**config.mk**
```make
export PLATFORM = sky130hd
export DESIGN_NAME = mel_log_module
export DESIGN_NICKNAME = d
export VERILOG_FILES = /design/src/rtl/mel_log_module.sv
export SDC_FILE = /design/constraint.sdc
export NUM_CORES = 1
export LEC_CHECK = 0
export CELL_PAD_IN_SITES_DETAIL_PLACEMENT = 1
export CELL_PAD_IN_SITES_GLOBAL_PLACEMENT = 1
export CORE_ASPECT_RATIO = 0.5
export CORE_MARGIN = 5
export CORE_UTILIZATION = 51
export CTS_CLUSTER_SIZE = 10
export DETAILED_ROUTE_END_ITERATION = 12
export PLACE_DENSITY_LB_ADDON = 0.1
export SLEW_MARGIN = 10
export SYNTH_ARGS = -nofsm -noshare
export SYNTH_HDL_FRONTEND = slang
export SYNTH_SLANG_ARGS = --single-unit
```
**constraint.sdc**
```tcl
create_clock -name clk -period 8.3 [get_ports clk]
set_clock_uncertainty 0.15 [all_clocks]
set_input_delay 2.49 -clock clk [delete_from_list [all_inputs] [get_ports clk]]
set_output_delay 2.49 -clock clk [all_outputs]
set_load 0.03 [all_outputs]
```
**src/rtl/mel_log_module.sv**
```systemverilog
// mel_log_module: natural log of an unsigned fixed-point mel energy, output as signed INT16 Q11.
// Sits between the mel filterbank and the DCT of the MFCC front end.
//
// Algorithm: normalise to m in [1,2) with integer exponent, extract Q_L fraction bits of log2(m)
// by repeated squaring (one bit per cycle), then scale log2 -> ln by ln2 (Q15) with
// round-half-up and saturation.
//
// Ports:
//   clk          clock, all logic posedge
//   rst          asynchronous active-high reset
//   energy_in    unsigned energy, Q(32-IN_Q).IN_Q
//   energy_valid energy_in valid; captured only while in_ready=1
//   in_ready     block idle, accepts a sample
//   log_out      signed ln(energy), Q(Q_L); held until the next log_valid
//   log_valid    one-cycle strobe for log_out
//   frame_last   high with the log_valid of band N_BANDS-1
//
// Build option: define MEL_LOG_FLOOR_EN to clamp results (including zero input) at LOG_FLOOR.
module mel_log_module #(
  parameter int unsigned        IN_Q      = 16,
  parameter int unsigned        Q_L       = 11,
  parameter int unsigned        N_BANDS   = 32,
  parameter logic signed [15:0] LOG_FLOOR = -16'sd8192
) (
  input  logic               clk,
  input  logic               rst,
  input  logic [31:0]        energy_in,
  input  logic               energy_valid,
  output logic               in_ready,
  output logic signed [15:0] log_out,
  output logic               log_valid,
  output logic               frame_last
);

  localparam int unsigned        CntW    = (Q_L > 1) ? $clog2(Q_L) : 1;
  localparam int unsigned        BandW   = (N_BANDS > 1) ? $clog2(N_BANDS) : 1;
  localparam int unsigned        L2W     = 6 + Q_L;
  localparam int unsigned        ProdW   = L2W + 17;
  localparam logic signed [15:0] Ln2Q15  = 16'sh58B9;
  localparam logic [BandW-1:0]   LastBand = BandW'(N_BANDS - 1);

  typedef enum logic [1:0] {StIdle, StNorm, StFrac, StScale} state_e;

  state_e state_q, state_d;

  logic [31:0]        energy_q;
  logic signed [5:0]  int_q;
  logic [15:0]        m_q;
  logic               zero_q;
  logic [Q_L-1:0]     frac_q;
  logic [CntW-1:0]    cnt_q;
  logic [BandW-1:0]   band_q;
  logic signed [15:0] log_out_q;
  logic               log_valid_q;
  logic               frame_last_q;

  // State register
  always_ff @(posedge clk or posedge rst) begin
    if (rst) state_q <= StIdle;
    else     state_q <= state_d;
  end

  // Next-state logic
  always_comb begin
    state_d = state_q;
    unique case (state_q)
      StIdle:  if (energy_valid) state_d = StNorm;
      StNorm:  state_d = StFrac;
      StFrac:  if (cnt_q == '0) state_d = StScale;
      StScale: state_d = StIdle;
      default: state_d = StIdle;
    endcase
  end

  // FSM outputs
  always_comb begin
    in_ready = (state_q == StIdle);
  end

  // Normalisation: MSB position gives the integer part of log2
  logic [4:0]        msb_pos;
  logic signed [5:0] int_d;
  logic [31:0]       shifted;
  logic [15:0]       m_norm;

  always_comb begin
    msb_pos = 5'd0;
    for (int i = 0; i < 32; i++) begin
      if (energy_q[i]) msb_pos = 5'(i);
    end
    int_d   = $signed({1'b0, msb_pos}) - $signed(6'(IN_Q));
    shifted = energy_q << (5'd31 - msb_pos);
    m_norm  = 16'(shifted >> 16);
  end

  // Fraction step: m^2 >= 2 emits a 1 and renormalises by 2, else emits a 0
  logic [31:0] sq;
  logic [15:0] m_next;

  always_comb begin
    sq     = 32'(m_q) * 32'(m_q);
    m_next = sq[31] ? 16'(sq >> 16) : 16'(sq >> 15);
  end

  // Scale log2 -> ln, round half up, saturate
  logic signed [L2W-1:0]   l2;
  logic signed [ProdW-1:0] prod;
  logic signed [ProdW-1:0] scaled;
  logic signed [15:0]      result;

  always_comb begin
    l2     = {int_q, frac_q};
    prod   = ProdW'(l2) * ProdW'(Ln2Q15) + ProdW'(1 << 14);
    scaled = prod >>> 15;
    if (scaled > ProdW'(32767))       result = 16'sh7FFF;
    else if (scaled < ProdW'(-32768)) result = 16'sh8000;
    else                              result = scaled[15:0];
    if (zero_q) result = 16'sh8000;
`ifdef MEL_LOG_FLOOR_EN
    if (result < LOG_FLOOR) result = LOG_FLOOR;
`endif
  end

  // Datapath and band counter
  always_ff @(posedge clk or posedge rst) begin
    if (rst) begin
      energy_q     <= '0;
      int_q        <= '0;
      m_q          <= '0;
      zero_q       <= 1'b0;
      frac_q       <= '0;
      cnt_q        <= '0;
      band_q       <= '0;
      log_out_q    <= '0;
      log_valid_q  <= 1'b0;
      frame_last_q <= 1'b0;
    end else begin
      log_valid_q  <= 1'b0;
      frame_last_q <= 1'b0;
      unique case (state_q)
        StIdle: begin
          if (energy_valid) energy_q <= energy_in;
        end
        StNorm: begin
          int_q  <= int_d;
          m_q    <= m_norm;
          zero_q <= (energy_q == '0);
          frac_q <= '0;
          cnt_q  <= CntW'(Q_L - 1);
        end
        StFrac: begin
          m_q    <= m_next;
          frac_q <= {frac_q[Q_L-2:0], sq[31]};
          cnt_q  <= cnt_q - 1'b1;
        end
        StScale: begin
          log_out_q    <= result;
          log_valid_q  <= 1'b1;
          frame_last_q <= (band_q == LastBand);
          band_q       <= (band_q == LastBand) ? '0 : band_q + 1'b1;
        end
        default: ;
      endcase
    end
  end

  assign log_out    = log_out_q;
  assign log_valid  = log_valid_q;
  assign frame_last = frame_last_q;

endmodule

```
Yosys cells after proc, flatten, opt, wreduce, memory -nomap -nowiden
Index checks and enable logic that the tools add are counted.
Widths: inputs -> output; s select.
- bits in registers: 95
- input port bits: 35
- output and inout port bits: 19
- word-level logic and storage cells: 77
- add/subtract/negate cells: 5
- multipliers: 2
- order comparisons: 2
- equal/unequal tests: 6
- shift operators: 1
- muxes and demuxes: 44
- reduce and logical (&&, ||, !) cells: 6
- operators with widths (cell ; count):
    $mux 5 ; 31
    $mux 16 ; 4
    $add 33x16->34 const B ; 1
    $mul 17x16->33 const B ; 1
    $logic_not 32->1 ; 1
    $mul 16x16->32 ; 1
    $pmux 16 s2 ; 1
    $shl 32x5->32 ; 1
    $pmux 11 s2 ; 1
    $gt 19x16->1 const B ; 1
    $lt 19x16->1 const B ; 1
    $pmux 2 s4 ; 1
    $pmux 4 s2 ; 1
    $sub 5x5->6 const B ; 1
    $add 5x1->5 const B ; 1
    $eq 5x5->1 const B ; 1
    $sub 5x5->5 const A ; 1
    $eq 2x2->1 const B ; 2
    $logic_not 4->1 ; 1
    $mux 2 ; 2
    $ne 2x2->1 const B ; 2
    $reduce_and 2->1 ; 2
    $sub 4x1->4 const B ; 1
    $mux 1 ; 3
    3 further kinds ; 3

Longest topological paths before layout
Gate-level depths: netlist of the first run.
- word-level depth: 34
- mapped depth: 29
- mapped depth without buffers: 25

Worst setup path after synthesis of the first run
Ideal clock, no wire load.
- kind: register to register
- start: reg m_q[1]
- end: reg m_q[12]
- setup time: 142 ps
- arrival time: 6498 ps
- required time: 8008 ps
- setup slack: 1511 ps
- cell stages (with the launch flop): 26
- buffers on the path: 5
- period minus slack after synthesis: 6789 ps
- cell sequence: dfrtp_1 clkbuf_1 clkbuf_1 nand2_1 fa_1 inv_1 fa_1 inv_1 fa_1 fa_1 fa_1 fa_1 inv_1 ha_1 buf_6 a21o_1 a2111oi_4 o221ai_2 a211oi_4 nor3_1 a211oi_4 buf_6 buf_2 o21ai_0 o2111ai_1 o2111ai_1
- longest elaborated chain between the ends: 3
- RTL lines (what ; line ; source):
    from (decl) ; 48 ; logic [15:0] m_q;
    from (signal assigned) ; 146 ; m_q <= m_norm;
    from (signal assigned) ; 152 ; m_q <= m_next;
    $mul 16x16->32 ; 101 ; sq = 32'(m_q) * 32'(m_q);
    $mux 16 ; 102 ; m_next = sq[31] ? 16'(sq >> 16) : 16'(sq >> 15);
    $pmux 16 s2 ; 140 ; unique case (state_q)
Every way passes these cells.
A chain may end at the register's enable or synchronous reset.

Final worst setup path of the first run
- start: reg m_q[10]
- end: reg m_q[3]
Same word-level chain as after synthesis.

==> results.json, run 1 <==
{
  "antennaDiodeCount": 0,
  "endpoint": "m_q[3]",
  "slew_violations": 0,
  "synth_cell_type_count": 93,
  "grt_max_degree": 69,
  "tns_ps": 0,
  "hold_class": "reg2reg",
  "setup_violations": 0,
  "crit_path_frequent_cell": "fa_1",
  "rows": 48,
  "drt-total-wl_mm": 49.77,
  "synth_edf_count": 0,
  "regToRegStartpoint": "m_q[10]",
  "rsz0062_at_grt": "false",
  "wire_per_inst_um": 20.39,
  "cts_setup_buffers": 0,
  "layout_common_cells": "457 x inv_1, 259 x fa_1, 226 x ha_1",
  "root_buffer": "clkbuf_16",
  "nets": 2482,
  "fillers": 3968,
  "io_buffers": 53,
  "period_needed_ps": 7659,
  "routed_via_density": 5.617,
  "cts_resized": 0,
  "clk_pin_slew_ps": 80,
  "crit_arrival_ps": 7810,
  "dp_slack_ps": 699.1,
  "dieArea_sq_mm": 0.03919,
  "max_freq_mhz": 130.6,
  "path_depth": 21,
  "clk_latency_ps": 370,
  "required_ps": 8450,
  "async_flop_share_pct": 100.0,
  "h-tree-depth": 3,
  "die_w_um": 275.0,
  "numCtsBuffers": 9,
  "r2r_slack_ps": 640,
  "hpwlAfterDp_mm": 40.66,
  "antenna_left": 0,
  "numClockSinks": 94,
  "yosysSeqAreaShare_pct": 13.13,
  "cts_buffer_depth": 2,
  "die_y_um": 142.5,
  "firstDrtPassIters": 5,
  "cts_tree": "done",
  "crit_family": "adder cells",
  "ys_ff_latch": 94,
  "cts_hold_buffers": 0,
  "critPathKind": "reg2reg",
  "syn_area_per_cell_sq_um": 9.184,
  "worstMarginPinSlew_ps": 876.4,
  "period_share_pct": 92.28,
  "maxSlewHeadroom_pct": 41.04,
  "worstSetupStartpointType": "register",
  "io_pins": 54,
  "vias": 13710,
  "max_stage_delay_ps": 700,
  "setup_ws_ps": 640.7,
  "syn2layout_area_growth_pct": 7.014,
  "gr-total-overflow": 0,
  "end_kind": "register",
  "critPathBufInv": 3,
  "status": "finished, final reports clean",
  "syn_inst": 1950,
  "grt_pass1_wl_mm": 82.35,
  "coreArea_sq_mm": 0.03453,
  "cp_cell_sequence": "inv_1 > nor2_1 > fa_1 > fa_1 > inv_1 > fa_1 > fa_1 > fa_1 > inv_1 > fa_1 > ha_1 > o21a_1 > o21ai_0 > o221ai_2 > a211oi_4 > nor3_1 > a211oi_4 > nor2b_1 > mux2_1 > nand2_1 > a41o_1",
  "yosys_most_used_dff": "dfrtp_1",
  "drive_gt1_share_pct": 5.951,
  "synthesis.area_sq_mm": 0.01791,
  "cp_slowest_cell": "dfrtp_1",
  "drc": 0,
  "ys_warn_count": 0,
  "first_global_vias": 15520,
  "finalCoreUtilization_pct": 55.50,
  "finalHoldViolCount": 0,
  "synth_nets": 2470,
  "r2r-end": "m_q[3]",
  "start_util_pct": 51.86,
  "gp_congestion": 0.9355,
  "cap_violations": 0,
  "r2r_cells": 21,
  "cp_max_fo": 11,
  "antenna_found_initial": 0,
  "layout_commonest_cell": "inv_1",
  "drt_iter0_markers": 786,
  "grt_use_total_pct": 26.43,
  "startpoint": "m_q[10]"
}
-- flip-flops by register name, indices dropped and copies added (netlist names) --
name,cells
band_q,5
cnt_q,4
energy_q,32
frac_q,11
frame_last,1
int_q,5
log_out,16
log_valid,1
m_q,16
state_q,2
zero_q,1
-- logic make-up after synthesis --
family                   Yosys count  synth area share [%]
multiplexers                      84                 5.198
AND/OR/NAND/NOR                  409                 10.88
AO/OA/AOI/OAI                    312                 12.76
flip-flops                        94                 13.13
adder cells (fa/ha/maj)          485                 44.74
buffers and inverters            530                 11.52
XOR/XNOR                          36                 1.761
-- per-layer routing --
layer / global-route usage (%) / routed length (um) / vias to the layer above
li1: - / - / 6347
met5: 0 / 0 / -
met1: 33.04 / 21180 / 7051
met2: 48.62 / 25740 / 240
met4: 7.150 / 1246 / 0
met3: 3.453 / 1600 / 74
-- area by class of cell --
cell class                 count  area, sq um  share of cell area, %
multi-input combinational   1326        13490                  70.41
sequential                    94         2352                  12.27
inverter                     460         1729                  9.023
timing repair buffer          71        678.2                  3.539
tap                          475        594.3                  3.101
clock buffer                   9        225.2                  1.175
clock inverter                 6        92.59                 0.4831
-- through the flow --
stage	instance area (sq um)	hold WS, ps	std cells
floorplan	17910	300.9	1950
global placement	18850	327.9	2426
detailed placement	18850	340.1	2426
CTS	19160	354.3	2441
global route	19160	376.1	2441
finish	19160	350.3	2441
-- synthesized netlist by cell type (5+ instances only) --
cell,n,share of area (%)
a211oi_1,7,0.29
a21o_1,21,0.88
a21oi_1,54,1.5
a221o_1,18,1.0
a221oi_1,5,0.24
a31oi_1,13,0.45
and2_1,50,1.7
and3_1,8,0.28
buf_2,16,0.45
clkbuf_1,41,0.86
dfrtp_1,94,13
fa_1,259,29
ha_1,226,16
inv_1,458,9.6
mux2_2,51,3.2
mux2i_1,30,1.7
nand2_1,123,2.6
nand2b_1,10,0.35
nand3_1,41,1.1
nand4_1,8,0.28
nor2_1,101,2.1
nor2b_1,14,0.49
nor3_1,21,0.59
nor4_1,9,0.31
o2111ai_1,7,0.34
o211ai_1,15,0.63
o21a_1,12,0.50
o21ai_0,60,1.7
o22ai_1,16,0.56
o31a_1,9,0.44
o31ai_1,7,0.29
or2_2,5,0.17
xnor2_1,24,1.2
xor2_1,12,0.59
-- how the worst min path moves through the flow --
stage	startpoint	endpoint	cells after the start
global route	cnt_q[3]	cnt_q[3]	1
floorplan	cnt_q[3]	cnt_q[3]	1
CTS	cnt_q[3]	cnt_q[3]	1
finish	cnt_q[3]	cnt_q[3]	1
global placement	cnt_q[3]	cnt_q[3]	1
detailed placement	cnt_q[3]	cnt_q[3]	1
Power of run 1 is not shown: default switching activity piles up to over one toggle a cycle in this logic, so the estimate is an artifact.
==> run 2: changes to the inputs <==
CORE_MARGIN = 10   (was 5)
==> results.json, run 2 (synthesis results as in run 1) <==
{
  "status": "finished, final reports clean",
  "dp_cells": 2428,
  "maxSlewHeadroom_pct": 37.89,
  "syn2layout_area_growth_pct": 7.000,
  "gp_congestion": 0.9043,
  "cts_hold_buffers": 0,
  "cts_setup_buffers": 0,
  "coreArea_sq_mm": 0.03453,
  "max_freq_mhz": 127.0,
  "cap_violations": 0,
  "crit_path_frequent_cell": "fa_1",
  "antenna_found_initial": 0,
  "start_util_pct": 51.86,
  "root_buffer": "clkbuf_16",
  "hold_path_end": "cnt_q[3]",
  "r2r_slack_ps": 430,
  "period_share_pct": 94.85,
  "hp-start": "cnt_q[3]",
  "layout_commonest_cell": "inv_1",
  "setup_violations": 0,
  "grt_max_degree": 71,
  "firstDrtPassIters": 7,
  "worstSetupStartpointType": "register",
  "fin_cells": 2444,
  "cp_slowest_cell": "dfrtp_1",
  "cp_max_fo": 25,
  "grt_pass1_wl_mm": 82.49,
  "top_register": "energy_q",
  "hpwlAfterDp_mm": 41.03,
  "cp_cell_sequence": "inv_1 > nor2_1 > fa_1 > inv_1 > fa_1 > fa_1 > fa_1 > fa_1 > inv_1 > fa_1 > ha_1 > o21a_1 > o21ai_0 > o221ai_2 > a211oi_4 > nor3_1 > a211oi_4 > buf_12 > nor2b_1 > mux2_1 > nand2_1 > a41o_1",
  "r2r_cells": 22,
  "die_w_um": 285.0,
  "vias": 13680,
  "rows": 48,
  "worstMarginPinSlew_ps": 931.6,
  "largest_reg_flops": 32,
  "io_buffers": 53,
  "layout_common_cells": "457 x inv_1, 259 x fa_1, 226 x ha_1",
  "crit_arrival_ps": 8040,
  "end_kind": "register",
  "finalHoldViolCount": 0,
  "routed_via_density": 5.598,
  "r2r-end": "m_q[3]",
  "whs_path_depth": 1,
  "required_ps": 8470,
  "dp_slack_ps": 494.2,
  "drive_gt1_share_pct": 6.094,
  "antenna_left": 0,
  "cts_buffer_depth": 2,
  "io_pins": 54,
  "clk_latency_ps": 390,
  "nets": 2484,
  "hold_class": "reg2reg",
  "wire_per_inst_um": 20.32,
  "cts_resized": 0,
  "period_needed_ps": 7873,
  "startpoint": "m_q[13]",
  "numCtsBuffers": 9,
  "dieArea_sq_mm": 0.04346,
  "h-tree-depth": 3,
  "critPathKind": "reg2reg",
  "numClockSinks": 94,
  "rsz0062_at_grt": "false",
  "tns_ps": 0,
  "cts_tree": "done",
  "setup_ws_ps": 427.1,
  "gr-total-overflow": 0,
  "die_y_um": 152.5,
  "drc": 0,
  "drt_iter0_markers": 759,
  "grt_use_total_pct": 23.40,
  "first_global_vias": 15250,
  "slew_violations": 0,
  "drt-total-wl_mm": 49.66,
  "clk_pin_slew_ps": 70,
  "regToRegStartpoint": "m_q[13]",
  "max_stage_delay_ps": 740,
  "critPathBufInv": 4,
  "crit_family": "adder cells",
  "antennaDiodeCount": 0
}
run 2: changes by cell type in the layout (fill, tap and decap cells not counted):
cell / change
buf_4: +2
bufinv_16: -2
clkinv_2: -1
clkinv_4: +2
clkinv_8: +1
inv_6: -1
inv_8: +2
run 2: worst max path at each step:
| stage | endpoint | slack (ps) | cells after the start |
|---|---|---|---|
| 2_1_floorplan | m_q[12] | 1510 | 25 |
| 3_3_place_gp | m_q[3] | 620 | 22 |
| 3_5_place_dp | m_q[3] | 490 | 22 |
| 4_1_cts | m_q[3] | 450 | 22 |
| 5_1_grt | m_q[3] | 7 | 22 |
| 6_report | m_q[3] | 430 | 22 |
run 2: final cells by class:
cell class | instances | area [sq um]
fillers | 3979 | 15370
multi-input cells | 1326 | 13490
flip-flops and latches | 94 | 2352
inverters | 460 | 1729
repair buffers | 73 | 693.2
well taps | 475 | 594.3
clock buffers | 9 | 225.2
clock inverters | 7 | 75.07
run 2: metrics by stage:
stage,hold WS [ps],instance area (sq um),util [%]
after floorplan,300.9,17910,-
after global placement,344.5,18860,54.62
after detailed placement,338.9,18860,54.62
after CTS,351.3,19160,55.49
after global routing,381.8,19160,55.49
final,352.8,19160,55.49
run 2: metal layers:
layer | wire length, um | GRT usage (%)
met4 | 945 | 5.215
met1 | 21660 | 29.29
met2 | 25420 | 41.94
met3 | 1632 | 3.588
met5 | 0 | 0
Power of run 2 is left out for the same reason.
